[src/rtl/riscv_pkg.sv]
// Shared definitions for the RV32 fetch front end: FSM encoding, reset vector
// default and the instruction alignment mask.
package riscv_pkg;

  typedef enum logic [1:0] {
    ST_BOOT = 2'd0,
    ST_RUN  = 2'd1,
    ST_HALT = 2'd2
  } pc_state_e;

  localparam logic [31:0] RESET_VECTOR_DEF = 32'h0000_0000;
  localparam logic [1:0]  ALIGN_MASK       = 2'b11;

endpackage

[src/rtl/pc_redirect_sel.sv]
// Redirect target selection: a jump outranks a taken branch, and the chosen
// target is flagged when it is not word aligned.
module pc_redirect_sel
  import riscv_pkg::*;
(
  input  logic        jump_valid,
  input  logic [31:0] jump_target,
  input  logic        branch_taken,
  input  logic [31:0] branch_target,
  output logic        redirect,
  output logic [31:0] target,
  output logic        misaligned
);

  always_comb begin
    redirect   = jump_valid | branch_taken;
    target     = jump_valid ? jump_target : branch_target;
    misaligned = redirect && ((target[1:0] & ALIGN_MASK) != 2'b00);
  end

endmodule

[src/rtl/pc_reg_ctrl.sv]
// Architectural PC register and fetch control: boot/run/halt sequencing,
// redirect handling with misaligned-target trap, and an accepted-fetch counter.
module pc_reg_ctrl
  import riscv_pkg::*;
#(
  parameter logic [31:0] RESET_VECTOR = RESET_VECTOR_DEF,
  parameter int          CNT_W        = 32
) (
  input  logic             clk,
  input  logic             rst,
  input  logic [31:0]      pc_next_in,
  input  logic             branch_taken,
  input  logic [31:0]      branch_target,
  input  logic             jump_valid,
  input  logic [31:0]      jump_target,
  input  logic             stall,
  input  logic             halt_req,
  output logic [31:0]      pc,
  output logic             fetch_valid,
  output logic             redirect_flush,
  output logic             trap,
  output logic [31:0]      trap_addr,
  output logic [CNT_W-1:0] fetch_count
);

  pc_state_e        state_q, state_d;
  logic [31:0]      pc_q, pc_d;
  logic             flush_q, flush_d;
  logic             trap_q, trap_d;
  logic [31:0]      trap_addr_q, trap_addr_d;
  logic [CNT_W-1:0] cnt_q, cnt_d;

  logic        redirect;
  logic [31:0] target;
  logic        misaligned;

  pc_redirect_sel u_sel (
    .jump_valid    (jump_valid),
    .jump_target   (jump_target),
    .branch_taken  (branch_taken),
    .branch_target (branch_target),
    .redirect      (redirect),
    .target        (target),
    .misaligned    (misaligned)
  );

  always_comb begin
    state_d     = state_q;
    pc_d        = pc_q;
    flush_d     = 1'b0;
    trap_d      = trap_q;
    trap_addr_d = trap_addr_q;
    cnt_d       = cnt_q;
    unique case (state_q)
      ST_BOOT: state_d = ST_RUN;
      ST_RUN: begin
        // Any non-stalled RUN cycle consumes the fetch at pc, whatever follows.
        if (!stall) begin
          cnt_d = cnt_q + CNT_W'(1);
          if (halt_req) begin
            state_d = ST_HALT;
          end else if (redirect) begin
            if (misaligned) begin
              state_d     = ST_HALT;
              trap_d      = 1'b1;
              trap_addr_d = target;
            end else begin
              pc_d    = target;
              flush_d = 1'b1;
            end
          end else begin
            pc_d = pc_next_in;
          end
        end
      end
      ST_HALT: state_d = ST_HALT;
      default: state_d = ST_HALT;
    endcase
  end

  always_ff @(posedge clk) begin
    if (rst) begin
      state_q     <= ST_BOOT;
      pc_q        <= RESET_VECTOR;
      flush_q     <= 1'b0;
      trap_q      <= 1'b0;
      trap_addr_q <= 32'h0;
      cnt_q       <= '0;
    end else begin
      state_q     <= state_d;
      pc_q        <= pc_d;
      flush_q     <= flush_d;
      trap_q      <= trap_d;
      trap_addr_q <= trap_addr_d;
      cnt_q       <= cnt_d;
    end
  end

  assign pc             = pc_q;
  assign fetch_valid    = (state_q == ST_RUN);
  assign redirect_flush = flush_q;
  assign trap           = trap_q;
  assign trap_addr      = trap_addr_q;
  assign fetch_count    = cnt_q;

endmodule

[config.mk]
export PLATFORM = sky130hd
export DESIGN_NAME = pc_reg_ctrl
export DESIGN_NICKNAME = d
export VERILOG_FILES = /design/src/rtl/riscv_pkg.sv /design/src/rtl/pc_redirect_sel.sv /design/src/rtl/pc_reg_ctrl.sv
export SDC_FILE = /design/constraint.sdc
export NUM_CORES = 1
export LEC_CHECK = 0
export ABC_AREA = 1
export BUFFER_PORTS_ARGS = -buffer_cell sky130_fd_sc_hd__buf_2
export CORE_MARGIN = 2
export CORE_UTILIZATION = 35
export CTS_CLUSTER_SIZE = 28
export DETAILED_ROUTE_END_ITERATION = 10
export GPL_TIMING_DRIVEN = 1
export SLEW_MARGIN = 40
export SYNTH_ARGS = -nofsm -noshare
export SYNTH_HDL_FRONTEND = slang
export SYNTH_SLANG_ARGS = --single-unit
[constraint.sdc]
create_clock -name clk -period 1.77 [get_ports clk]
set_input_delay 0.0885 -clock clk [delete_from_list [all_inputs] [get_ports clk]]
set_output_delay 0.0885 -clock clk [all_outputs]
set_load 0.01 [all_outputs]
Word-level counts from Yosys, hierarchy flattened
Cells that the tools add are included.
- register bits after elaboration: 100
- bits of input ports: 102
- output and inout bits: 99
- logic and storage cells: 34
- $add $sub $neg: 1
- equality and inequality tests: 5
- multiplexer cells: 9
- bitwise logic cells: 5
- reductions and logical operators: 8
- operators by type and width (operator ; number):
    $mux 32 ; 3
    $add 32x1->32 const B ; 1
    $mux 2 ; 4
    $ne 3x2->1 const B ; 2
    $reduce_and 5->1 ; 1
    $reduce_or 5->1 ; 1
    $ne 2x2->1 const B ; 2
    $not 1->1 ; 4
    $pmux 2 s2 ; 1
    $reduce_and 4->1 ; 1
    $reduce_and 3->1 ; 1
    $eq 2x1->1 const B ; 1
    $logic_not 2->1 ; 1
    $reduce_and 2->1 ; 1
    $reduce_bool 2->1 ; 1
    $logic_and 1x1->1 ; 1
    $mux 1 ; 1
    $or 1x1->1 ; 1

Longest topological paths before layout
Gate-level depths: netlist of run 1.
- depth in word-level cells: 8
- depth in mapped cells: 12

By module
Synthesis of run 1 repeated with hierarchy kept, for this count alone.
- cells, all modules: 788
- area total of the unflattened synthesis: 5034.8 sq um
- by module, submodules not included (module ; instances ; cells each ; area each (sq um) ; sequential area each (sq um)):
    pc_reg_ctrl ; 1 ; 680 ; 4573.1 ; 2001.9
    pc_redirect_sel ; 1 ; 108 ; 461.7 ; 0.0

Worst setup path after synthesis of run 1
Ideal clock, no wire load.
- path kind: register to register
- start point: register cnt_q[1] (netlist: fetch_count[1])
- end point: register cnt_q[14] (netlist: fetch_count[14])
- setup time: 116 ps
- data arrival time: 1523 ps
- data required time: 1654 ps
- slack: 132 ps
- cell stages (with the launch flop): 9
- buffers on the path: 0
- clock period less this slack: 1638 ps
- cell sequence: dfxtp_1 ha_1 inv_1 nor2_1 nand3_1 nor2_2 nand2_1 o21ai_0 nor2_1
- cells in the longest elaborated chain, start to end: 1
- ends and longest elaborated chain (what ; line ; source):
    start: declaration ; pc_reg_ctrl.sv:31 ; logic [CNT_W-1:0] cnt_q, cnt_d;
    start signal: assignment ; pc_reg_ctrl.sv:95 ; cnt_q <= cnt_d;
    $add 32x1->32 ; pc_reg_ctrl.sv:59 ; cnt_d = cnt_q + CNT_W'(1);
Every way passes these cells.
A chain may end at the register's enable or synchronous reset.

Worst setup path in the final report of run 1
- start point: register cnt_q[1] (netlist: fetch_count[1])
- end point: register cnt_q[28] (netlist: fetch_count[28])
The elaborated chain is that of the path after synthesis.

==> out/metrics.yaml, run 1 <==
yosys:
  synth_top_family_by_area: "simple AND/OR/NAND/NOR gates"
  synth.most_common_cell: "nand2_1"
  synth_top_area_cell: "dfxtp_1"
  syn_nets: 902
  synth_cell_types: 28
  netlist_area_sq_um: 5080
  synthFlopType: "dfxtp_1"
  synth_area_leaders: "dfxtp_1, nand2_1, nor2_1"
  synthXorXnorAreaFrac: 0.00172
  synth_area_per_cell_sq_um: 6.36
  seq_area_frac_synth: 0.394
  synth_compound_area_frac: 0.0675
  synth_edf_count: 0
  synthMuxAreaShare: 0.0532
  yosysTopAreaCellShare: 0.394
  yosysWarnings: 0
  yosys.area_share.simple: 0.387
  async_flop_share: 0
  synth_common_cells: "nand2_1, nor2_1, dfxtp_1"
  synth_fa_ha_area_frac: 0.00246
  ys_seq_elements: 100
  syn_inst: 799
critical_path:
  critPathCaptureType: "flip-flop"
  crit_buf_inv: 2
  cpPeakStageDelay_ns: 0.39
  critPathMaxFanout: 6
  cp_common_cell: "nor2_1"
  cp_slowest_cell: "dfxtp_1"
  start_kind: "flip-flop"
  cp.arrival_ns: 1.85
  required_ns: 2.02
  crit_chain: "ha_1 -> inv_1 -> nor2_1 -> nand3_1 -> nor2_4 -> buf_12 -> nand3_1 -> nor2_1 -> nor2_1"
  worstSetupPathType: "flip-flop to flip-flop"
  critical-path-top-delay-family: "simple AND/OR/NAND/NOR gates"
global_routing:
  grtUsageTotal: 0.191
  grt_overflow: 0
  grt_pass1_wl_um: 23800
  grt_pass1_vias: 4807
  grt_antenna_before_repair: 0
  grt_max_degree: 61
timing:
  period_minus_slack_ns: 1.59
  worst_pin_slew_ns: 0.512
  fin_crit_sh: 0.901
  setup_viol: 0
  hold_viol_final: 0
  maxSlewHeadroom: 0.658
  finalMaxSlewViolations: 0
  max_freq_ghz: 0.627
  clock_skew_ns: 0.00715
  finalSetupTns_ns: 0
place:
  dpl.cell_count: 1166
  gp_congestion: 0.863
  io_buffers: 200
  hpwl_um: 11100
detailed_routing:
  postRouteAntennaNets: 0
  drt-initial-drc-count: 262
  detail_route.wl_per_cell_um: 12.5
  postRouteWirelength_um: 14700
  drcViolationCount: 0
  first_pass_iters: 5
  vias: 5343
  viasPerCell: 4.52
cells_and_area:
  areaGrowthSynthToFinish_pct: 31.2
  nets: 1097
  antenna_cells: 0
  drive_above_1_share: 0.249
  final_cells: 1183
cts:
  cts_sinks: 100
  clk_pin_slew_ns: 0.07
  h-tree-depth: 3
  cts_buffer_depth: 2
  cts_tree: "yes"
  numCtsBuffers: 9
  cts_root_buf: "clkbuf_16"
  insertion_delay_ns: 0.35
power_and_ir_drop:
  ir_drop_mv: 0.442
  p_leak_nw: 3.44
  power_density_nw_per_um2: 746
die:
  core_sq_um: 14400
  dieHeight_um: 125
  dieWidth_um: 125
  num_rows: 44
  io_pins: 201
  start_util: 0.354
  die_area_sq_um: 15500
hold_path:
  min_path_type: "input port to flip-flop"
outcome:
  status: "complete, no violations"
flow_run:
  drv_cap: 0
==> timing repair <==
| action | 4_1_cts | 5_1_grt |
|---|---|---|
| gates resized for setup | 0 | 4 |
| setup endpoints to repair | 0 | 6 |
| hold buffers | 0 | 0 |
| setup buffers | 0 | 1 |
==> cell type report <==
type | count | area [sq um]
clock buffers | 11 | 253
clock inverters | 5 | 50.0
fillers | 1533 | 7700
inverters | 81 | 307
multi-input cells | 584 | 2620
flip-flops and latches | 100 | 2000
well taps | 184 | 230
repair buffers | 218 | 1210
==> layer usage <==
metal / GRT usage / share of wire / up-vias
li1: - / - / 2858
met1: 0.236 / 0.46 / 2330
met2: 0.328 / 0.48 / 145
met3: 0.0430 / 0.046 / 10
met4: 0.0615 / 0.014 / 0
met5: 0 / 0 / -
==> state kept, by name, indices dropped and copies added (netlist names) <==
signal and flops:
fetch_count 32, pc 32, redirect_flush 1, state_q 2, trap 1, trap_addr 32
==> cell families after synthesis <==
kind of cell	Yosys count
AO/OA/AOI/OAI	68
XOR/XNOR	1
flip-flops	100
buffers and inverters	115
AND/OR/NAND/NOR	487
adder cells (fa/ha/maj)	1
multiplexers	27
==> where the power goes <==
part	switching (mW)	total, mW	leakage (nW)	internal, mW
sequential	0.0285	2.33	0.809	2.31
clock	0.854	2.02	0.155	1.16
combinational	0.363	0.626	2.48	0.264
==> final timing paths <==
kind / slack [ns] / depth (start not counted) / startpoint / to
max: 0.18 / 9 / fetch_count[1] / fetch_count[28]
min: 0.02 / 4 / halt_req / redirect_flush
max reg2reg: 0.18 / 9 / fetch_count[1] / fetch_count[28]
min reg2reg: 0.46 / 2 / pc[1] / pc[1]
==> stage by stage <==
stage,worst slack (ns),total power [mW],util,hold slack (ns),cell area [sq um]
floorplan,0.132,2.75,-,0.242,5080
global placement,0.136,3.02,0.441,0.385,6330
detailed placement,0.107,3.02,0.441,0.384,6330
CTS,0.0882,5.05,0.462,0.00517,6640
global route,-0.00762,5.22,0.464,0.0355,6670
finish,0.175,4.98,0.464,0.0239,6670
==> placed cells by master, fill, tap and decap left out, types with 2 or more instances in the layout <==
cell type | netlist | final
a21oi_1 | 24 | 24
buf_2 | 14 | 200
buf_12 | 0 | 6
nor3_1 | 5 | 5
nand3_1 | 32 | 32
nor2_4 | 1 | 3
buf_4 | 1 | 12
nand2_2 | 2 | 2
mux2i_1 | 27 | 27
clkinv_2 | 0 | 4
clkbuf_8 | 0 | 2
inv_2 | 3 | 4
nor2_2 | 2 | 2
dfxtp_1 | 100 | 100
o21ai_0 | 43 | 43
inv_1 | 77 | 76
nor2_1 | 177 | 175
nand2_1 | 249 | 249
clkbuf_16 | 0 | 9
nand4_1 | 14 | 14
==> tightest hold or removal path: stages <==
cell     delay, ns
buf_2         0.10
nor3_2        0.05
nand2_1       0.05
nor2_1        0.03
Power figures use the tool's default switching activity.
==> run 2, diff against run 1 <==
--- a/config.mk
+++ b/config.mk
@@ -5,13 +5,13 @@
 export SDC_FILE = /design/constraint.sdc
 export NUM_CORES = 1
 export LEC_CHECK = 0
-export ABC_AREA = 1
 export BUFFER_PORTS_ARGS = -buffer_cell sky130_fd_sc_hd__buf_2
 export CORE_MARGIN = 2
 export CORE_UTILIZATION = 35
 export CTS_CLUSTER_SIZE = 28
 export DETAILED_ROUTE_END_ITERATION = 10
 export GPL_TIMING_DRIVEN = 1
+export SETUP_SLACK_MARGIN = 0.2
 export SLEW_MARGIN = 40
 export SYNTH_ARGS = -nofsm -noshare
 export SYNTH_HDL_FRONTEND = slang
==> run 2 against run 1 <==
The flow now finishes with violations (negative setup slack). Die area is 6.7% lower. Routed wire length rose by 18%. Sequential power is essentially flat. Register-to-register slack got worse by 0.50 ns. Clock-buffer cell count is 3 higher. Via count rose by 0.80%. Power rose by 2.2%. Critical path depth shrank 3. Non-clock buffer count is 63 higher. Design area grew 14%. Combinational power rose by 30%. Largest power group unchanged.
==> out/metrics.yaml, run 2 <==
yosys:
  async_flop_share: 0  # unchanged
  synth_area_leaders: "dfxtp_1, a21oi_1, nand2_1"
  synth_area_per_cell_sq_um: 8.06  # +27%
  ys_seq_elements: 100  # unchanged
  synth_fa_ha_area_frac: 0.00264  # +0.000182
  syn_nets: 690  # -24%
  synth_top_area_cell: "dfxtp_1"
  synthXorXnorAreaFrac: 0.0185  # +0.0168
  yosysTopAreaCellShare: 0.423  # +0.0292
  synth.most_common_cell: "nand2_1"
  yosys.area_share.simple: 0.220  # -0.168
  synthMuxAreaShare: 0.0682  # +0.0150
  synth_common_cells: "nand2_1, dfxtp_1, a21oi_1"
  seq_area_frac_synth: 0.423  # +0.0292
  netlist_area_sq_um: 4730  # -6.9%
  synthFlopType: "dfxtp_1"
  synth_cell_types: 35  # +25%
  synth_top_family_by_area: "compound AO/OA/AOI/OAI gates"
  synth_edf_count: 0  # unchanged
  synth_compound_area_frac: 0.224  # +0.157
  yosysWarnings: 0  # unchanged
  syn_inst: 587  # -27%
die:
  core_sq_um: 13200  # -7.8%
  die_area_sq_um: 14500  # -6.7%
  start_util: 0.357  # +0.00362
  io_pins: 201  # unchanged
  dieHeight_um: 120  # -3.4%
  num_rows: 42  # -4.5%
  dieWidth_um: 120  # -3.4%
critical_path:
  cpPeakStageDelay_ns: 0.58  # +0.19 ns
  cp.arrival_ns: 2.38  # +0.53 ns
  worstSetupPathType: "flip-flop to flip-flop"
  cp_common_cell: "buf_6"
  cp_slowest_cell: "or4b_4"
  start_kind: "flip-flop"
  critPathMaxFanout: 8  # +2
  crit_chain: "or3b_4 -> buf_6 -> or4b_4 -> buf_6 -> or3_4 -> a21oi_2"
  critPathCaptureType: "flip-flop"
  required_ns: 2.05  # +0.03 ns
detailed_routing:
  drcViolationCount: 0  # unchanged
  detail_route.wl_per_cell_um: 17.2  # +38%
  postRouteAntennaNets: 0  # unchanged
  viasPerCell: 5.32  # +18%
  vias: 5386  # +0.80%
  postRouteWirelength_um: 17400  # +18%
  drt-initial-drc-count: 330  # +26%
  first_pass_iters: 5  # unchanged
timing:
  setup_ws_ns: -0.329  # -0.504 ns
  finalMaxSlewViolations: 0  # unchanged
  worst_pin_slew_ns: 0.459  # -0.0537 ns
  hold_viol_final: 0  # unchanged
  rsz0062_at_grt: "yes"
  setup_viol: 55  # +55
  period_minus_slack_ns: 2.10  # +0.504 ns
  maxSlewHeadroom: 0.694  # +0.0358
  clock_skew_ns: 0.00500  # -0.00215 ns
  max_freq_ghz: 0.476  # -24%
  fin_crit_sh: 1.19  # +0.285
power_and_ir_drop:
  power.total_mw: 5.09  # +2.2%
  power_density_nw_per_um2: 670  # -10%
  ir_drop_mv: 0.342  # -23%
  p_leak_nw: 3.39  # -1.6%
cts:
  h-tree-depth: 3  # unchanged
  cts_sinks: 100  # unchanged
  cts_root_buf: "clkbuf_16"
  cts_buffer_depth: 2  # unchanged
  cts_tree: "yes"
  clk_pin_slew_ns: 0.07  # about the same
  numCtsBuffers: 9  # unchanged
  insertion_delay_ns: 0.35  # about the same
hold_path:
  min_path_type: "input port to flip-flop"
flow_run:
  drv_cap: 0  # unchanged
cells_and_area:
  fillerInstances: 1192  # -22%
  areaGrowthSynthToFinish_pct: 60.3
  utilization: 0.573  # +0.109
  final_common_cell: "buf_2"
  layout_common_cells: "buf_2, dfxtp_1, nand2_1, a21oi_2, buf_4"
  drive_above_1_share: 0.497  # +0.248
  nets: 934  # -15%
place:
  hpwl_um: 10900  # -1.2%
  gp_congestion: 0.815  # -5.6%
  io_buffers: 200  # unchanged
outcome:
  status: "finished, violations left"
  violations: "negative setup slack"
global_routing:
  grt_antenna_before_repair: 2  # +2
  grt_overflow: 0  # unchanged
  grt_pass1_vias: 5181  # +7.8%
  grt_max_degree: 91  # +49%
  grtUsageTotal: 0.230  # +0.0398
  grt_pass1_wl_um: 26300  # +10%
## run 2: per-layer routing
| metal | part of all wire | wire length (um) | up-vias | global-route usage |
|---|---|---|---|---|
| li1 | - | - | 2620 | - |
| met1 | 0.42 | 7330 | 2548 | 0.280 |
| met2 | 0.48 | 8290 | 189 | 0.381 |
| met3 | 0.079 | 1370 | 27 | 0.0703 |
| met4 | 0.024 | 412 | 2 | 0.0916 |
| met5 | 0.00092 | 16 | - | 0 |
## run 2: worst max-delay path: cells and delay by family (launching register included)
kind | cells | cell delay, ns
AND/OR/NAND/NOR | 3 | 1.30
flip-flops | 1 | 0.33
buffers and inverters | 2 | 0.29
AO/OA/AOI/OAI | 1 | 0.13
## run 2: metrics by stage
| step | hold WS (ns) | area (sq um) | setup WS, ns | setup TNS, ns | instances |
|---|---|---|---|---|---|
| global placement | 0.379 | 6260 | -0.293 | -7.30 | 964 |
| finish | 0.0168 | 7590 | -0.329 | -12.34 | 1012 |
| CTS | 0.00172 | 6990 | -0.298 | -11.00 | 1003 |
| global route | 0.0247 | 7590 | -0.402 | -15.24 | 1012 |
| detailed placement | 0.382 | 6260 | -0.332 | -8.70 | 964 |
| floorplan | 0.264 | 4780 | -0.240 | -6.65 | 587 |
## run 2: power breakdown
part | switching, mW | internal [mW] | total, mW
registers | 0.0276 | 2.29 | 2.32
clock network | 0.852 | 1.10 | 1.95
logic | 0.446 | 0.367 | 0.813
total | 1.33 | 3.76 | 5.09
## run 2: timing repair
item,4_1_cts,5_1_grt
cloned,4,4
buffers inserted,20,4
hold buffers,0,0
pin swaps,32,76
gates resized for setup,42,121
endpoints found under the setup margin,58,61
## run 2: cells by family after synthesis
group,after synthesis
compound gates,180
xor+xnor,10
fa+ha+maj,1
buf+inv,54
flops,100
mux,32
simple gates,210
## run 2: final timing paths
| kind | from | end | slack [ns] | depth (start not counted) |
|---|---|---|---|---|
| setup reg to reg | state_q[0] | fetch_count[15] | -0.33 | 6 |
| hold / removal | jump_target[23] | trap_addr[23] | 0.02 | 3 |
| setup / recovery | state_q[0] | fetch_count[15] | -0.33 | 6 |
| hold reg to reg | pc[15] | pc[15] | 0.45 | 2 |
## run 2: final cells by class
| type | count | area, sq um | share of cell area |
|---|---|---|---|
| repair buffers | 281 | 1940 | 0.256 |
| multi-input cells | 434 | 3110 | 0.410 |
| flip-flops and latches | 100 | 2010 | 0.265 |
| well taps | 176 | 220 | 0.0290 |
| diodes | 1 | 2.50 | 0.000330 |
| clock inverters | 1 | 5.00 | 0.000660 |
| clock buffers | 14 | 284 | 0.0374 |
| inverters | 5 | 18.8 | 0.00247 |
==> run 3, diff against run 2 <==
--- a/config.mk
+++ b/config.mk
@@ -11,7 +11,9 @@
 export CTS_CLUSTER_SIZE = 28
 export DETAILED_ROUTE_END_ITERATION = 10
 export GPL_TIMING_DRIVEN = 1
+export REMOVE_ABC_BUFFERS = 1
 export SETUP_SLACK_MARGIN = 0.2
+export SKIP_CTS_REPAIR_TIMING = 1
 export SLEW_MARGIN = 40
 export SYNTH_ARGS = -nofsm -noshare
 export SYNTH_HDL_FRONTEND = slang
==> run 3 against run 2 <==
Design area decreased by 5.9%. Clock power rose by 6%. Routed wire length down 6.0%. First-iteration DRC count decreased by 20%. Register-to-register slack gained 0.09 ns. Largest cell class unchanged. Maximum frequency grew 4.2%. Non-clock buffer count is 11 lower. Sequential cell count unchanged. Clock skew up 0.0044 ns. Clock-buffer cell count is 1 lower. Sequential share of layout area grew 1.7 points. The flow still finishes with violations (negative setup slack).
==> out/metrics.yaml, run 3 (synthesis results as in run 2) <==
die:
  io_pins: 201  # unchanged
  num_rows: 42  # unchanged
  dieWidth_um: 120  # unchanged
  start_util: 0.357  # unchanged
  dieHeight_um: 120  # unchanged
  die_area_sq_um: 14500  # unchanged
  core_sq_um: 13200  # unchanged
timing:
  finalSetupTns_ns: -5.91  # +6.43 ns
  fin_crit_sh: 1.14  # -0.0483
  rsz0062_at_grt: "yes"
  setup_viol: 50  # -9.1%
  finalMaxSlewViolations: 0  # unchanged
  worst_pin_slew_ns: 0.379  # -0.0798 ns
  setup_ws_ns: -0.244  # +0.0855 ns
  max_freq_ghz: 0.497  # +4.2%
  maxSlewHeadroom: 0.747  # +0.0523
  period_minus_slack_ns: 2.01  # -0.0855 ns
  hold_viol_final: 0  # unchanged
  clock_skew_ns: 0.00941  # +0.00441 ns
  holdWs_ns: 0.0244  # +0.00765 ns
outcome:
  status: "finished, violations left"
  violations: "negative setup slack"
global_routing:
  grt_overflow: 0  # unchanged
  grtUsageTotal: 0.209  # -0.0212
  grt_pass1_vias: 4980  # -3.9%
  grt_max_degree: 76  # -16%
  grt_pass1_wl_um: 24100  # -8.5%
  grt_antenna_before_repair: 3  # +1
power_and_ir_drop:
  p_leak_nw: 3.05  # -9.9%
  p_clk_frac: 0.405  # +0.021
  switching_share: 0.242  # -0.0190
  p_sw_mw: 1.23  # -7.3%
  power_density_nw_per_um2: 713  # +6.3%
  ir_drop_mv: 0.407  # +19%
  cell_internal_pwr_mw: 3.86  # +2.6%
  power_frac_seq: 0.456  # about the same
  comb_power_share: 0.139  # -0.021
  power.total_mw: 5.09  # about the same
detailed_routing:
  postRouteWirelength_um: 16400  # -6.0%
  detail_route.wl_per_cell_um: 16.4  # -4.7%
  viasPerCell: 5.27  # -0.92%
  postRouteAntennaNets: 0  # unchanged
  first_pass_iters: 4  # -1
  vias: 5268  # -2.2%
  drcViolationCount: 0  # unchanged
  drt-initial-drc-count: 264  # -20%
critical_path:
  cpPeakStageDelay_ns: 0.50  # -0.08 ns
  worstSetupPathType: "flip-flop to flip-flop"
  critPathCaptureType: "flip-flop"
  required_ns: 2.05  # about the same
  cp.arrival_ns: 2.29  # -0.09 ns
  critPathMaxFanout: 5  # -3
  critical-path-top-delay-family: "simple AND/OR/NAND/NOR gates"
  crit_buf_inv: 1  # -1
  cp_slowest_cell: "or4_1"
  start_kind: "flip-flop"
  crit_chain: "or3b_4 -> or4_4 -> buf_12 -> or4_1 -> a21oi_2"
place:
  hpwl_um: 11100  # +1.4%
  pre_cts_ws_ns: -0.360  # -0.0276 ns
  io_buffers: 200  # unchanged
  dpl_cell_area_sq_um: 6250  # -0.12%
  gp_congestion: 0.772  # -5.3%
  dpl.cell_count: 966  # +0.21%
cts:
  cts_root_buf: "clkbuf_16"
  cts_sinks: 100  # unchanged
  numCtsBuffers: 9  # unchanged
  h-tree-depth: 3  # unchanged
  insertion_delay_ns: 0.35  # about the same
  cts_buffer_depth: 2  # unchanged
  cts_tree: "yes"
  clk_pin_slew_ns: 0.07  # about the same
cells_and_area:
  design_area_sq_um: 7140  # -5.9%
  final_cells: 999  # -1.3%
  utilization: 0.539  # -0.0340
  drive_above_1_share: 0.428  # -0.0688
  layout_common_cells: "buf_2, dfxtp_1, a21oi_1, nand2_1, buf_4"
  nets: 922  # -1.3%
  final_common_cell: "buf_2"
  areaGrowthSynthToFinish_pct: 50.8
hold_path:
  min_path_type: "input port to flip-flop"
flow_run:
  drv_cap: 0  # unchanged
==> run 3: final timing paths <==
| kind | start | to | slack (ns) | cells after the start |
|---|---|---|---|---|
| setup / recovery | state_q[0] | fetch_count[26] | -0.24 | 5 |
| hold / removal | jump_target[23] | trap_addr[23] | 0.02 | 3 |
| setup reg to reg | state_q[0] | fetch_count[26] | -0.24 | 5 |
| hold reg to reg | pc[3] | pc[3] | 0.46 | 2 |
==> run 3: worst min-delay path: cells and delay by family <==
family	cells	cell delay (ns)
buffers and inverters	1	0.09
AOI/OAI and AO/OA	1	0.08
and+or+nand+nor	1	0.07
==> run 3: cell type report <==
| type | instances | area (sq um) |
|---|---|---|
| Clock buffer | 13 | 280 |
| Sequential cell | 100 | 2010 |
| Tap cell | 176 | 220 |
| Inverter | 5 | 18.8 |
| Fill cell | 1289 | 6110 |
| Clock inverter | 1 | 30.0 |
| Antenna cell | 1 | 2.50 |
| Timing Repair Buffer | 270 | 1770 |
| Multi-Input combinational cell | 433 | 2800 |
==> run 3: routing by layer <==
metal / GRT usage / wire length (um) / vias to the layer above
li1: - / - / 2578
met5: 0 / 27 / -
met3: 0.0566 / 1290 / 23
met2: 0.355 / 7940 / 187
met1: 0.252 / 6830 / 2476
met4: 0.0807 / 284 / 4
==> run 3: power by group through the flow <==
stage	sequential (mW)	combinational (mW)	clock, mW
after floorplan	2.39	0.223	0
after global placement	2.36	0.625	0
after detailed placement	2.37	0.636	0
after CTS	2.32	0.637	2.11
after global routing	2.32	0.773	2.20
final	2.32	0.706	2.06
